<file path="src/rtl/cam_tx_pkg.sv">
// rtl/cam_tx_pkg.sv - shared FSM type, pattern codes, bar colours and byte split for cam_tx
package cam_tx_pkg;

  typedef enum logic [2:0] {
    ST_IDLE,
    ST_VSYNC,
    ST_VBP,
    ST_ACTIVE,
    ST_VFP
  } cam_state_t;

  localparam logic [1:0] PAT_BARS  = 2'd0;
  localparam logic [1:0] PAT_SOLID = 2'd1;
  localparam logic [1:0] PAT_GRAD  = 2'd2;
  localparam logic [1:0] PAT_CHECK = 2'd3;

  localparam int BAR_W = 20;

  localparam logic [11:0] BAR_RGB [0:7] = '{
    12'hFFF, 12'hFF0, 12'h0FF, 12'h0F0, 12'hF0F, 12'hF00, 12'h00F, 12'h000
  };

  // Even byte carries red in the low nibble, odd byte carries green/blue.
  function automatic logic [7:0] rgb444_byte(input logic [11:0] rgb, input logic odd);
    return odd ? rgb[7:0] : {4'h0, rgb[11:8]};
  endfunction

endpackage

</file>
<file path="src/rtl/cam_pattern_rgb.sv">
// rtl/cam_pattern_rgb.sv - combinational test-pattern colour for one pixel
module cam_pattern_rgb
  import cam_tx_pkg::*;
(
  input  logic [7:0]  i_x,
  input  logic [3:0]  i_y_blk,
  input  logic [1:0]  i_pattern,
  input  logic [11:0] i_solid_rgb,
  output logic [11:0] o_rgb
);

  logic [7:0] w_bar;

  assign w_bar = i_x / 8'(BAR_W);

  // i_y_blk is y/8: gradient green and checker rows both step every 8 lines.
  always_comb begin
    o_rgb = 12'h000;
    case (i_pattern)
      PAT_BARS:  o_rgb = (w_bar > 8'd7) ? 12'h000 : BAR_RGB[w_bar[2:0]];
      PAT_SOLID: o_rgb = i_solid_rgb;
      PAT_GRAD:  o_rgb = {i_x[7:4], i_y_blk, 4'h8};
      PAT_CHECK: o_rgb = (i_x[3] ^ i_y_blk[0]) ? 12'hFFF : 12'h000;
      default:   o_rgb = 12'h000;
    endcase
  end

endmodule

</file>
<file path="src/rtl/cam_tx.sv">
// rtl/cam_tx.sv - OV7670-style pixel bus generator (pclk, vsync, href, RGB444 bytes)
module cam_tx
  import cam_tx_pkg::*;
#(
  parameter int CAM_SCREEN_X = 160,
  parameter int CAM_SCREEN_Y = 120,
  parameter int H_BLANK      = 16,
  parameter int VS_LINES     = 3,
  parameter int VBP_LINES    = 2,
  parameter int VFP_LINES    = 2
) (
  input  logic        clk,
  input  logic        rst,
  input  logic        en,
  input  logic [1:0]  pattern,
  input  logic [11:0] solid_rgb,
  output logic        CAM_pclk,
  output logic        CAM_vsync,
  output logic        CAM_href,
  output logic [7:0]  CAM_px_data,
  output logic        frame_done
);

  localparam int         LINE      = 2 * CAM_SCREEN_X + H_BLANK;
  localparam logic [8:0] BCNT_LAST = 9'(LINE - 1);
  localparam logic [8:0] ACT_BYTES = 9'(2 * CAM_SCREEN_X);

  cam_state_t  r_state;
  cam_state_t  w_state_nx;
  logic        r_pclk;
  logic        r_vsync;
  logic        r_href;
  logic        r_frame_done;
  logic [7:0]  r_px_data;
  logic [8:0]  r_bcnt;
  logic [8:0]  w_bcnt_nx;
  logic [6:0]  r_lcnt;
  logic [6:0]  w_lcnt_nx;
  logic [6:0]  w_lines_last;
  logic [1:0]  r_pattern;
  logic [11:0] r_solid;
  logic        w_latch;
  logic        w_done_nx;
  logic        w_href_nx;
  logic [7:0]  w_data_nx;
  logic [11:0] w_rgb;

  always_comb begin
    case (r_state)
      ST_VSYNC:  w_lines_last = 7'(VS_LINES - 1);
      ST_VBP:    w_lines_last = 7'(VBP_LINES - 1);
      ST_ACTIVE: w_lines_last = 7'(CAM_SCREEN_Y - 1);
      default:   w_lines_last = 7'(VFP_LINES - 1);
    endcase
  end

  // Next-tick state and counters; the registered outputs are derived from these
  // so href and data move together with the counters on the same fall tick.
  always_comb begin
    w_state_nx = r_state;
    w_bcnt_nx  = r_bcnt;
    w_lcnt_nx  = r_lcnt;
    w_latch    = 1'b0;
    w_done_nx  = 1'b0;
    if (r_state == ST_IDLE) begin
      w_bcnt_nx = '0;
      w_lcnt_nx = '0;
      if (en) begin
        w_state_nx = ST_VSYNC;
        w_latch    = 1'b1;
      end
    end else if (r_bcnt != BCNT_LAST) begin
      w_bcnt_nx = r_bcnt + 9'd1;
    end else begin
      w_bcnt_nx = '0;
      if (r_lcnt != w_lines_last) begin
        w_lcnt_nx = r_lcnt + 7'd1;
      end else begin
        w_lcnt_nx = '0;
        case (r_state)
          ST_VSYNC:  w_state_nx = ST_VBP;
          ST_VBP:    w_state_nx = ST_ACTIVE;
          ST_ACTIVE: w_state_nx = ST_VFP;
          default: begin
            w_done_nx = 1'b1;
            if (en) begin
              w_state_nx = ST_VSYNC;
              w_latch    = 1'b1;
            end else begin
              w_state_nx = ST_IDLE;
            end
          end
        endcase
      end
    end
  end

  cam_pattern_rgb u_pattern (
    .i_x         (w_bcnt_nx[8:1]),
    .i_y_blk     (w_lcnt_nx[6:3]),
    .i_pattern   (r_pattern),
    .i_solid_rgb (r_solid),
    .o_rgb       (w_rgb)
  );

  assign w_href_nx = (w_state_nx == ST_ACTIVE) && (w_bcnt_nx < ACT_BYTES);
  assign w_data_nx = w_href_nx ? rgb444_byte(w_rgb, w_bcnt_nx[0]) : 8'h00;

  // r_pclk == 1 before the edge marks a fall tick: everything else advances then.
  always_ff @(posedge clk) begin
    if (rst) begin
      r_state      <= ST_IDLE;
      r_pclk       <= 1'b0;
      r_vsync      <= 1'b0;
      r_href       <= 1'b0;
      r_px_data    <= 8'h00;
      r_frame_done <= 1'b0;
      r_bcnt       <= '0;
      r_lcnt       <= '0;
      r_pattern    <= PAT_BARS;
      r_solid      <= 12'h000;
    end else begin
      r_pclk       <= ~r_pclk;
      r_frame_done <= 1'b0;
      if (r_pclk) begin
        r_state      <= w_state_nx;
        r_bcnt       <= w_bcnt_nx;
        r_lcnt       <= w_lcnt_nx;
        r_vsync      <= (w_state_nx == ST_VSYNC);
        r_href       <= w_href_nx;
        r_px_data    <= w_data_nx;
        r_frame_done <= w_done_nx;
        if (w_latch) begin
          r_pattern <= pattern;
          r_solid   <= solid_rgb;
        end
      end
    end
  end

  assign CAM_pclk    = r_pclk;
  assign CAM_vsync   = r_vsync;
  assign CAM_href    = r_href;
  assign CAM_px_data = r_px_data;
  assign frame_done  = r_frame_done;

endmodule

</file>
<file path="config.mk">
export PLATFORM = sky130hd
export DESIGN_NAME = cam_tx
export DESIGN_NICKNAME = d
export VERILOG_FILES = /design/src/rtl/cam_tx_pkg.sv /design/src/rtl/cam_pattern_rgb.sv /design/src/rtl/cam_tx.sv
export SDC_FILE = /design/constraint.sdc
export NUM_CORES = 1
export LEC_CHECK = 0
export BUFFER_PORTS_ARGS = -buffer_cell sky130_fd_sc_hd__clkbuf_2
export CORE_UTILIZATION = 49
export CTS_BUF_LIST = sky130_fd_sc_hd__clkbuf_4 sky130_fd_sc_hd__clkbuf_8
export DETAILED_ROUTE_END_ITERATION = 10
export PLACE_DENSITY = 0.72
export SLEW_MARGIN = 30
export SYNTH_ARGS = -nofsm -noshare
export SYNTH_HDL_FRONTEND = slang
export SYNTH_SLANG_ARGS = --single-unit
</file>
<file path="constraint.sdc">
create_clock -name clk -period 8.2 [get_ports clk]
set_clock_uncertainty 0.1 [all_clocks]
set_input_delay 1.64 -clock clk [delete_from_list [all_inputs] [get_ports clk]]
set_output_delay 1.64 -clock clk [all_outputs]
set_load 0.02 [all_outputs]
</file>
==> results of run 1 <==
[registers in the layout (all words and copies together), names as in the netlist]
register,flops
r_lcnt,7
r_bcnt,9
frame_done,1
CAM_vsync,1
CAM_px_data,8
r_state,3
CAM_href,1
CAM_pclk,1
r_solid,12
r_pattern,2
[routing by layer]
layer  part of all wire [%]  vias to the layer above  track usage (%)
li1                       -                     1369                -
met2                     46                       72             37.4
met4                   0.95                        0             5.56
met1                     49                     1274             33.5
met5                      0                        -                0
met3                    3.7                        7             3.56
[final timing paths]
| check | to | slack [ns] |
|---|---|---|
| worst max-delay path | CAM_px_data[0] | 3.95 |
| worst min-delay path | CAM_px_data[4] | 0.37 |
| worst max register to register | CAM_px_data[0] | 3.95 |
| worst min register to register | CAM_px_data[4] | 0.37 |
[area by class of cell]
class,count,share of cell area (%)
clock buffers,7,2.86
clock inverters,1,0.955
inverters,9,1.07
multi-input cells,285,58.4
flip-flops and latches,45,28.6
repair buffers,31,5.17
well taps,72,2.86
[through the flow]
step	setup WS [ns]	instance area (sq um)
4_1_cts	4.04	3150
6_report	3.95	3150
3_3_place_gp	4.13	3030
2_1_floorplan	4.58	2890
5_1_grt	3.57	3150
3_5_place_dp	4.04	3030
[power by group]
part | internal, mW | switching, mW | total (mW)
registers | 0.223 | 0.00512 | 0.228
logic | 0.0189 | 0.0303 | 0.0492
clock network | 0.103 | 0.0748 | 0.178
total | 0.345 | 0.110 | 0.455
[critical path: cells and delay by family (launching register included)]
family | cells | cell delay [ns]
and+or+nand+nor | 5 | 1.31
muxes | 1 | 0.40
adders and majority gates | 2 | 0.62
AOI/OAI and AO/OA | 6 | 1.14
DFF | 1 | 0.42
buffers and inverters | 1 | 0.15
[cells in the final DEF, fill, tap and decap left out, types with 4 or more instances in the layout]
cell type / n
a211oi_1: 6
nand2_1: 26
mux2i_1: 26
nor3_1: 10
inv_1: 7
clkbuf_2: 28
or3_1: 4
o21ai_0: 27
a31oi_1: 6
o211ai_1: 5
nand2b_1: 5
xnor2_1: 4
nor2_1: 46
a211o_1: 4
clkbuf_8: 6
a21o_1: 4
dfxtp_1: 45
a21oi_1: 27
nand3_1: 16
[cells by family after synthesis]
family / Yosys count / share of synthesized area, %
xor gates and xnor gates: 7 / 2.12
muxes: 28 / 9.80
adders and majority gates: 3 / 1.30
and+or+nand+nor: 137 / 24.5
AOI/OAI and AO/OA: 110 / 25.9
buffers and inverters: 35 / 5.11
DFF: 45 / 31.2
==> reports/qor.yml, run 1 <==
run_status:
  status: "finished, final reports clean"
timing:
  finalSetupViolCount: 0
  hold_viol: 0
  post-route-period-util_pct: 51.9
  rsz0062_at_grt: "false"
  maxSlewHeadroom_pct: 41.5
  fin_crit_ns: 4.25
  worst_slew_pin_slew_ns: 0.878
  fmax_mhz: 235
  drv_slew: 0
  setup-tns-final_ns: 0
  whs_ns: 0.369
cells_and_area:
  regArea_sq_um: 901
  stdcell_count: 450
  diodes: 0
  final_core_util_pct: 56.1
  multiInputGateArea_sq_um: 1840
  nets: 397
  drive_gt1_share_pct: 15.3
  area_growth_pct: 8.97
  fill_cells: 566
pwr:
  ir_drop_mv: 0.0941
  power_leakage_nw: 1.07
  finalPower_mw: 0.455
  power_density_nw_per_um2: 145
logic_synthesis:
  synth_seq_area_share_pct: 31.2
  syn_avg_cell_area_sq_um: 7.91
  synth_top_cells_by_area: "dfxtp_1, mux2i_1, nor2_1"
  synth_top_flop_cell: "dfxtp_1"
  synth-seq-cells: 45
  syn_inst: 365
  yosysTopAreaCell: "dfxtp_1"
  yosysMostFrequentCell: "nor2_1"
  synth-edff-count: 0
  synth_commonest_cells: "nor2_1, dfxtp_1, a21oi_1, o21ai_0"
  netlist_area_sq_um: 2890
  ys_types: 66
  ys_warn_count: 0
  ys_async_sr_fraction_pct: 0
  synth_top_area_share_pct: 31.2
  syn-num-nets: 385
flow_run:
  cap_violations: 0
grt:
  grt_antenna_before_repair: 0
  grt_max_degree: 36
  overflow: 0
  globalRouteTotalUtil_pct: 23.6
  grt_pass1_wl_mm: 11.6
  grt_pass1_vias: 2428
worst_setup_path:
  critPathLaunch: "r_bcnt[0]"
  crit_chain: "ha_1 -> nand4_1 -> a21oi_1 -> nand2b_1 -> inv_2 -> ha_1 -> or4_1 -> o31ai_1 -> or3_1 -> nand2_1 -> o311ai_1 -> o21bai_1 -> mux2_2 -> o211ai_1 -> a32oi_1"
  crit_path_frequent_cell: "ha_1"
  critical_path.startpoint_type: "register"
  worstPathRequired_ns: 8.26
  crit_slowest_cell: "dfxtp_1"
  critical_path_class: "register to register"
  slowest_delay_ns: 0.42
  critPathArrivalTime_ns: 4.31
  regToRegStartpoint: "r_bcnt[0]"
  path_max_fanout: 9
  reg2regPathDepth: 15
  critPathCaptureType: "register"
routing:
  vias: 2722
  routedWlPerCell_um: 15.6
  firstDrtPassIters: 5
  drt_iter0_drc: 250
  drcViolationCount: 0
  via_per_inst: 6.05
  wl_mm: 7.04
  postRouteAntennaNets: 0
clocking:
  cts_buffers: 5
  insertion_delay_ns: 0.30
  ctsResizeCount: 0
  clock_sinks: 45
  clockBufferDepth: 2
  ctsHoldBuffers: 0
  cts_root_buf: "clkbuf_8"
  clk_pin_slew_ns: 0.09
  htree_num_levels: 2
  post_cts_buffers: 0
  cts_tree: "built"
floorplan:
  die_height_um: 78.8
  start_util_pct: 51.5
  core_area_sq_um: 5610
  die_w_um: 78.8
  die_area_sq_um: 6200
  rows: 27
  io_pins: 29
placement:
  post-place-cells: 442
  port_buffers: 28
  place.detailed.hpwl_mm: 5.05
  gp_congestion: 0.879
min_path:
  hold_class: "register to register"
  hold_path_depth: 2
  worstHoldStart: "CAM_px_data[4]"
Power figures use the tool's default switching activity.
==> run 2: changes to the inputs <==
--- a/config.mk
+++ b/config.mk
@@ -9,7 +9,7 @@
 export CORE_UTILIZATION = 49
 export CTS_BUF_LIST = sky130_fd_sc_hd__clkbuf_4 sky130_fd_sc_hd__clkbuf_8
 export DETAILED_ROUTE_END_ITERATION = 10
-export PLACE_DENSITY = 0.72
+export PLACE_DENSITY = 0.75
 export SLEW_MARGIN = 30
 export SYNTH_ARGS = -nofsm -noshare
 export SYNTH_HDL_FRONTEND = slang
==> constraint.sdc (replaced) <==
create_clock -name clk -period 3.4 [get_ports clk]
set_clock_uncertainty 0.1 [all_clocks]
set_input_delay 0.68 -clock clk [delete_from_list [all_inputs] [get_ports clk]]
set_output_delay 0.68 -clock clk [all_outputs]
set_load 0.02 [all_outputs]
==> run 2 against run 1 <==
The run now ends with negative setup slack left. Clock-buffer cell count shrank 2. First-iteration DRC count grew 0.40%. Clock power grew 100%. Fmax grew 20%. Highest routed layer unchanged. Largest cell class unchanged. Sequential power grew 140%. Design area grew 14%.
==> reports/qor.yml, run 2 (synthesis results as in run 1) <==
floorplan:
  die_area_sq_um: 6200
  die_height_um: 78.8
  start_util_pct: 51.5
  core_area_sq_um: 5610
  die_w_um: 78.8
  rows: 27
  io_pins: 29
timing:
  fin_ws_ns: -0.142
  worst_slew_pin_slew_ns: 0.823
  fin_crit_ns: 3.54
  finalSetupViolCount: 4
  post-route-period-util_pct: 104
  rsz0062_at_grt: "true"
  drv_slew: 0
  maxSlewHeadroom_pct: 45.0
  whs_ns: 0.372
  hold_viol: 0
  fmax_mhz: 282
cells_and_area:
  final_common_cell: "nor2_1"
  nets: 432
  drive_gt1_share_pct: 29.3
  final_core_util_pct: 64.1
  final_cell_mix: "nor2_1, dfxtp_1, buf_4"
  largest_register_ffs: 12
  diodes: 0
  stdcell_count: 485
  area_growth_pct: 24.5
  top_register: "r_solid"
  fill_cells: 490
  fin_area_sq_um: 3590
clocking:
  cts_buffers: 5
  cts_tree: "built"
  cts_root_buf: "clkbuf_8"
  insertion_delay_ns: 0.31
  clock_sinks: 45
  htree_num_levels: 2
  clk_pin_slew_ns: 0.10
  clockBufferDepth: 2
  ctsHoldBuffers: 0
routing:
  drcViolationCount: 0
  vias: 2986
  routedWlPerCell_um: 16.9
  dr_wl_met3_um: 475
  routed-wl-met2_mm: 4.01
  wl_mm: 8.18
  postRouteAntennaNets: 0
  firstDrtPassIters: 5
  highest_layer: "met4"
  drt_iter0_drc: 251
  via_per_inst: 6.16
  drt-met1-wl_mm: 3.55
pwr:
  power_leakage_nw: 1.27
  finalPower_mw: 1.05
  power_density_nw_per_um2: 292
  ir_drop_mv: 0.172
run_status:
  violations: "negative setup slack"
  status: "finished, violations left"
grt:
  grt_pass1_wl_mm: 13.0
  grt_max_degree: 35
  overflow: 0
  grt_pass1_vias: 2683
  globalRouteTotalUtil_pct: 26.5
  grt_antenna_before_repair: 0
worst_setup_path:
  crit_chain: "or4b_4 -> a21oi_4 -> nand2b_4 -> inv_4 -> ha_4 -> or4_4 -> o31ai_4 -> or3_4 -> nand2_2 -> o311ai_2 -> o21bai_4 -> mux2_4 -> o211ai_1 -> a32oi_1"
  timing.critical_path.buf_inv: 1
  critPathCaptureType: "register"
  critPathArrivalTime_ns: 3.62
  crit_slowest_cell: "or4b_4"
  crit_family: "simple AND/OR/NAND/NOR gates"
  reg2reg_slack_ns: -0.14
  path_max_fanout: 4
  critical_path_class: "register to register"
  critical_path.startpoint_type: "register"
  worstPathRequired_ns: 3.48
  slowest_delay_ns: 0.56
placement:
  port_buffers: 28
  gp_congestion: 0.921
  placed_area_sq_um: 3250
  place.detailed.hpwl_mm: 5.43
  post-place-cells: 467
min_path:
  hold_class: "register to register"
flow_run:
  cap_violations: 0
[run 2: final timing paths]
path              depth (start not counted)              to      startpoint
setup / recovery                         14  CAM_px_data[2]       r_bcnt[4]
hold / removal                            2  CAM_px_data[5]  CAM_px_data[5]
setup reg to reg                         14  CAM_px_data[2]       r_bcnt[4]
hold reg to reg                           2  CAM_px_data[5]  CAM_px_data[5]
[run 2: power by group]
group          switching (mW)  internal [mW]  leakage, nW
combinational          0.0796         0.0539        0.852
sequential             0.0120          0.538        0.368
clock                   0.214          0.150       0.0452
[run 2: per-stage QoR]
step / TNS [ns] / setup WS (ns)
after floorplan: -0.00676 / -0.00676
after global placement: -0.111 / -0.0419
after detailed placement: -0.143 / -0.0503
after CTS: 0 / 0.00826
after global routing: -0.920 / -0.249
final: -0.487 / -0.142
[run 2: area by class of cell]
| type | count | area [sq um] | share of cell area (%) |
|---|---|---|---|
| Multi-Input combinational cell | 285 | 2030 | 56.4 |
| Sequential cell | 45 | 912 | 25.4 |
| Timing Repair Buffer | 66 | 433 | 12.0 |
| Tap cell | 72 | 90.1 | 2.51 |
| Clock buffer | 5 | 68.8 | 1.92 |
| Inverter | 9 | 36.3 | 1.01 |
| Clock inverter | 3 | 25.0 | 0.696 |
[run 2: repair_timing]
| action | 4_1_cts | 5_1_grt |
|---|---|---|
| pin swaps | 3 | 9 |
| endpoints found under the hold margin | 0 | 0 |
| buffers inserted | 5 | 5 |
| resized for setup | 14 | 19 |
| setup endpoints to repair | 4 | 5 |
[run 2: routing by layer]
metal | up-vias | track usage, %
met5 | - | 0
met4 | 0 | 7.96
met3 | 15 | 3.33
met2 | 102 | 43.7
met1 | 1427 | 36.0
li1 | 1442 | -
[run 2: worst min-delay path, stage by stage (launching register included)]
cell and delay, ns:
dfxtp_1 0.34, nand2_1 0.05, o21ai_0 0.06
